==> config.mk <==
export PLATFORM = sky130hd
export DESIGN_NAME = hazard_ctrl
export DESIGN_NICKNAME = d
export VERILOG_FILES = /design/src/rtl/hazard_ctrl.sv
export SDC_FILE = /design/constraint.sdc
export NUM_CORES = 1
export LEC_CHECK = 0
export CAP_MARGIN = 0
export CORE_MARGIN = 5
export CORE_UTILIZATION = 35
export CTS_CLUSTER_DIAMETER = 150
export DETAILED_ROUTE_END_ITERATION = 7
export PLACE_DENSITY = 0.56
export SKIP_CTS_REPAIR_TIMING = 1
export SLEW_MARGIN = 30
export SYNTH_ARGS = -nofsm -noshare
export SYNTH_HDL_FRONTEND = slang
export SYNTH_SLANG_ARGS = --single-unit
==> constraint.sdc <==
create_clock -name clk -period 6.6 [get_ports clk]
set_input_delay 0.66 -clock clk [delete_from_list [all_inputs] [get_ports clk]]
set_output_delay 0.66 -clock clk [all_outputs]
set_load 0.01 [all_outputs]
==> src/rtl/hazard_ctrl.sv <==
// hazard_ctrl: tracks destination/result-type tags for the E, M and W stages,
// derives the global stall, and selects the forwarding sources for the D-stage
// comparator, the E-stage ALU operands and the M-stage store data.
// Result types: 0 NW, 1 ALU (ready end of E), 2 DM (ready end of M),
// 3 PC (link value ready in D), 4-7 behave as NW.
// There is no FSM and no valid/ready handshake in this block; every output is
// a pure function of the registered tags and the current D-stage inputs.
module hazard_ctrl (
    input  logic       clk,
    input  logic       rst,
    input  logic       clr,
    input  logic [4:0] rsD,
    input  logic [4:0] rtD,
    input  logic [1:0] tuse_rs,
    input  logic [1:0] tuse_rt,
    input  logic [4:0] waD,
    input  logic [2:0] resD,
    input  logic       md_useD,
    input  logic       md_busy,
    output logic       stall,
    output logic [1:0] fwd_rsD,
    output logic [1:0] fwd_rtD,
    output logic [1:0] fwd_rsE,
    output logic [1:0] fwd_rtE,
    output logic       fwd_rtM,
    output logic [4:0] waE,
    output logic [4:0] waM,
    output logic [4:0] waW,
    output logic [2:0] resE,
    output logic [2:0] resM,
    output logic [2:0] resW
);

    localparam logic [2:0] RES_NW  = 3'd0;
    localparam logic [2:0] RES_ALU = 3'd1;
    localparam logic [2:0] RES_DM  = 3'd2;
    localparam logic [2:0] RES_PC  = 3'd3;

    localparam logic [1:0] TUSE_NONE = 2'd3;

    // Operand tags carried along so E and M can pick their own forward sources.
    logic [4:0] rsE, rtE, rtM;

    logic [1:0] tnew_e, tnew_m;
    logic       rdy_e, rdy_m;
    logic       stall_rs, stall_rt;

    // Only ALU, DM and PC actually write the register file.
    function automatic logic is_write(input logic [2:0] res);
        return (res == RES_ALU) || (res == RES_DM) || (res == RES_PC);
    endfunction

    // A stage matches r when it will write r; $0 never matches.
    function automatic logic hits(input logic [4:0] wa, input logic [2:0] res,
                                  input logic [4:0] r);
        return (r != 5'd0) && (wa == r) && is_write(res);
    endfunction

    // D-stage select: youngest stage that both matches and already holds the value.
    function automatic logic [1:0] sel_d(input logic [4:0] r,
                                         input logic [4:0] wa_e, input logic [2:0] res_e,
                                         input logic [4:0] wa_m, input logic [2:0] res_m,
                                         input logic [4:0] wa_w, input logic [2:0] res_w);
        logic [1:0] sel;
        sel = 2'd0;
        if (hits(wa_e, res_e, r) && (res_e == RES_PC))
            sel = 2'd3;
        else if (hits(wa_m, res_m, r) && ((res_m == RES_ALU) || (res_m == RES_PC)))
            sel = 2'd1;
        else if (hits(wa_w, res_w, r))
            sel = 2'd2;
        return sel;
    endfunction

    // E-stage select: M if it holds a finished value, else W, else the pipe value.
    function automatic logic [1:0] sel_e(input logic [4:0] r,
                                         input logic [4:0] wa_m, input logic [2:0] res_m,
                                         input logic [4:0] wa_w, input logic [2:0] res_w);
        logic [1:0] sel;
        sel = 2'd0;
        if (hits(wa_m, res_m, r) && ((res_m == RES_ALU) || (res_m == RES_PC)))
            sel = 2'd1;
        else if (hits(wa_w, res_w, r))
            sel = 2'd2;
        return sel;
    endfunction

    // Cycles until each in-flight result becomes available.
    always_comb begin
        tnew_e = 2'd0;
        tnew_m = 2'd0;
        case (resE)
            RES_ALU: tnew_e = 2'd1;
            RES_DM:  tnew_e = 2'd2;
            default: tnew_e = 2'd0;
        endcase
        if (resM == RES_DM)
            tnew_m = 2'd1;
    end

    assign rdy_e = (resE == RES_PC);
    assign rdy_m = (resM == RES_ALU) || (resM == RES_PC);

    // Stall when a producer still needs more cycles than the consumer can wait.
    always_comb begin
        stall_rs = 1'b0;
        stall_rt = 1'b0;
        if (tuse_rs != TUSE_NONE)
            stall_rs = (hits(waE, resE, rsD) && (tnew_e > tuse_rs)) ||
                       (hits(waM, resM, rsD) && (tnew_m > tuse_rs));
        if (tuse_rt != TUSE_NONE)
            stall_rt = (hits(waE, resE, rtD) && (tnew_e > tuse_rt)) ||
                       (hits(waM, resM, rtD) && (tnew_m > tuse_rt));
        stall = stall_rs | stall_rt | (md_useD & md_busy);
    end

    // Forwarding selects for D comparator, E ALU and M store data.
    always_comb begin
        fwd_rsD = sel_d(rsD, waE, resE, waM, resM, waW, resW);
        fwd_rtD = sel_d(rtD, waE, resE, waM, resM, waW, resW);
        fwd_rsE = sel_e(rsE, waM, resM, waW, resW);
        fwd_rtE = sel_e(rtE, waM, resM, waW, resW);
        fwd_rtM = hits(waW, resW, rtM);
    end

    // Tag pipeline: flush on reset/clr, bubble into E on stall, else advance.
    always_ff @(posedge clk or negedge rst) begin
        if (!rst) begin
            waE <= 5'd0; resE <= RES_NW; rsE <= 5'd0; rtE <= 5'd0;
            waM <= 5'd0; resM <= RES_NW; rtM <= 5'd0;
            waW <= 5'd0; resW <= RES_NW;
        end else if (clr) begin
            waE <= 5'd0; resE <= RES_NW; rsE <= 5'd0; rtE <= 5'd0;
            waM <= 5'd0; resM <= RES_NW; rtM <= 5'd0;
            waW <= 5'd0; resW <= RES_NW;
        end else begin
            if (stall) begin
                waE <= 5'd0; resE <= RES_NW; rsE <= 5'd0; rtE <= 5'd0;
            end else begin
                waE <= waD;  resE <= resD;   rsE <= rsD;  rtE <= rtD;
            end
            waM <= waE; resM <= resE; rtM <= rtE;
            waW <= waM; resW <= resM;
        end
    end

endmodule
==> results.md <==
* Crit Path Class: in2out
* Max Clk Rate at 0.241 GHz
* Max H-tree Level at 2
* Post-synth top area cell: dfrtp_1
* Final Worst Setup Slack at 2.46 ns
* Power, Total at 0.542 mW
* Clock Skew at 0.00505 ns
* Status: complete, no violations
* Fillers at 674
* # setup viols final at 0
* Hold_ws at 0.334 ns
* Most common cell in the netlist: xnor2_1
* CORE AREA at 6790 um2
* WL final at 6340 um
* Die ar. at 8760 um2
* Ys async rst share at 100%
* Vias at 1900
* Relative slew margins at 51.3%
* Unrepaired setup endpoints after global routing: no
* Count of final max-slew check failures at 0
* Final Wtd Congestion at 0.824
* Worst R2R End: rsE[1]
* Hold Crit Class: in2async
* Cell Area, Placed at 3050 um2
* Clk sink count at 39
* Largest net degree at the start of global routing at 40
* Worst setup path startpoint: rsD[1]
* Top cell type's share of synthesized area at 39.9%
* Syn Inst Count at 249
* Final Instance Area at 3150 um2
* Syn_area_per_cell at 9.82 um2
* Setup_tns at 0 ns
* P&R area growth vs syn at 28.9%
* #FFs+latches synth at 39
* Synth Warn # at 0
* Most instantiated cells after synthesis: xnor2_1 (42), dfrtp_1 (39), nor2b_1 (21)
* Drt drc at 0
* Global-route wire length before repair at 10600 um
* Diode count at 0
* Net Count, Synth at 280
* Peak VDD IR at 113 uV
* DRC violation total after the first TritonRoute iteration at 109
* Post-synth EDFFs at 0
* Final Critical Period at 4.14 ns
* Top FF cell, synth: dfrtp_1
* CTS tree: built
* Worst Path Required at 5.94 ns
* Root buf cell: clkbuf_8
* Worst setup SP type: input pin
* Crit-path slowest cell: clkdlybuf4s50_1
* Final hold violations at 0
* R2R cell count at 8
* Slowest stage delay, CP at 0.62 ns
* Total track usage at 15.5%
* Nets at 326
* Hpwl dp at 4740 um
* Final Cycle Share at 62.8%
* Final instance count without filler cells at 392
* Pre-CTS WS at 2.49 ns
* Die Height at 93.6 um
* Clk_lat worst skew at 0.28 ns
* Clock tree buffer depth at 2
* Num CTS Buffers at 5
* ANT nets after route at 0
* Register area share after synthesis at 39.9%
* Starting density of the core at 36.0%
* Clk slew on worst S/H paths at 0.07 ns
* Vias in the first global route at 2042
* Worst Path Arrival at 3.48 ns
* Io pins at 61
* Reg2reg setup slack at 4.04 ns
* LEAKAGE at 1.25 nW
* Worst-path maximum fanout at 19
* DR vias/cell at 4.85
* Overflow after GRT at 0
* Cell Pwr Density at 172 nW/um2
* Worst path cell trace: clkdlybuf4s50_1 -> or4_4 -> nor2_4 -> or4_2 -> o21ai_4 -> or2_2 -> clkdlybuf4s50_1
* PortBufs at 60
* Netlist cell types at 36
* # rows at 30
* Final Core Density at 46.4%
* Synth top area cells: dfrtp_1 (40%), xnor2_1 (15%), nor2b_1 (5.4%), nor4_1 (4.6%), nor4_2 (4.6%)
* Initial antenna violation count at 0
* Max-cap check violation count at 0
* Worst R2R Start: resE[1]
* Placed cells at 384
* DR pass1 iterations at 4
* Cell area after synthesis at 2450 um2
* Die width at 93.6 um
* Avg WL per Cell at 16.2 um
* Share of post-route cells with drive strength above 1 at 9.80%
* Most used cell, CP: clkdlybuf4s50_1
* Setup crit end kind: output port
* Least-Margin Pin Slew at 0.728 ns
power by group:
group	internal, mW	switching (mW)
Sequential	0.248	0.0152
Clock	0.0950	0.0800
Combinational	0.0556	0.0477
Total	0.399	0.143
layout by cell type, fill, tap and decap left out, types with 2 or more instances in the layout:
| cell | Yosys | layout |
|---|---|---|
| buf_4 | 0 | 3 |
| clkbuf_8 | 0 | 7 |
| clkdlybuf4s50_1 | 0 | 59 |
| dfrtp_1 | 39 | 39 |
| ha_1 | 4 | 4 |
| inv_1 | 18 | 18 |
| nand2_1 | 11 | 11 |
| nand2b_1 | 2 | 2 |
| nand3_1 | 2 | 2 |
| nand4_1 | 9 | 9 |
| nor2_1 | 7 | 7 |
| nor2b_1 | 21 | 21 |
| nor3_1 | 9 | 9 |
| nor4_1 | 18 | 18 |
| nor4_2 | 9 | 9 |
| o21ai_0 | 3 | 3 |
| o31ai_1 | 2 | 2 |
| or4_1 | 2 | 2 |
| or4_2 | 2 | 2 |
| xnor2_1 | 42 | 42 |
| xor2_1 | 12 | 12 |
worst max-delay path by stage:
stage	to	cells past startpoint
4_1_cts	stall	7
3_5_place_dp	stall	7
2_1_floorplan	stall	8
5_1_grt	stall	7
3_3_place_gp	stall	7
6_report	stall	7
state kept, by name, indices dropped and copies added, names as in the netlist:
signal and flops:
rtM 5, resW 3, resE 3, resM 3, waW 5, rtE 5, rsE 5, waM 5
waE 5
worst max-delay path: cells and delay by family:
| kind | cells | cell delay (ns) |
|---|---|---|
| buffers and inverters | 2 | 1.16 |
| AOI/OAI and AO/OA | 1 | 0.60 |
| and+or+nand+nor | 4 | 1.06 |
routing by layer:
metal / GRT usage [%] / part of all wire [%] / wire length (um) / up-vias
li1: - / - / - / 926
met1: 19.8 / 45 / 2840 / 917
met2: 26.4 / 49 / 3080 / 55
met3: 3.54 / 6.1 / 388 / 2
met4: 3.97 / 0.52 / 33 / 0
met5: 0 / 0 / 0 / -
layout make-up:
class                   instances  area [um2]  share of cell area [%]
clock buffers                   7        96.3                    3.06
flip-flops and latches         39         976                    31.0
well taps                      96         120                    3.81
multi-input cells             169        1270                    40.4
inverters                      18        67.6                    2.14
clock inverters                 1        7.51                   0.238
repair buffers                 62         613                    19.4
kinds of logic (layout without fill, tap and decap cells):
logic type	Yosys count	after routing	share of synthesized area, %
XOR/XNOR	54	54	19.3
AO/OA/AOI/OAI	11	11	3.58
flip-flops	39	39	39.9
buffers and inverters	41	88	8.08
AND/OR/NAND/NOR	100	100	27.1
adder cells (fa/ha/maj)	4	4	2.05
(Power assumes the default switching activity.)
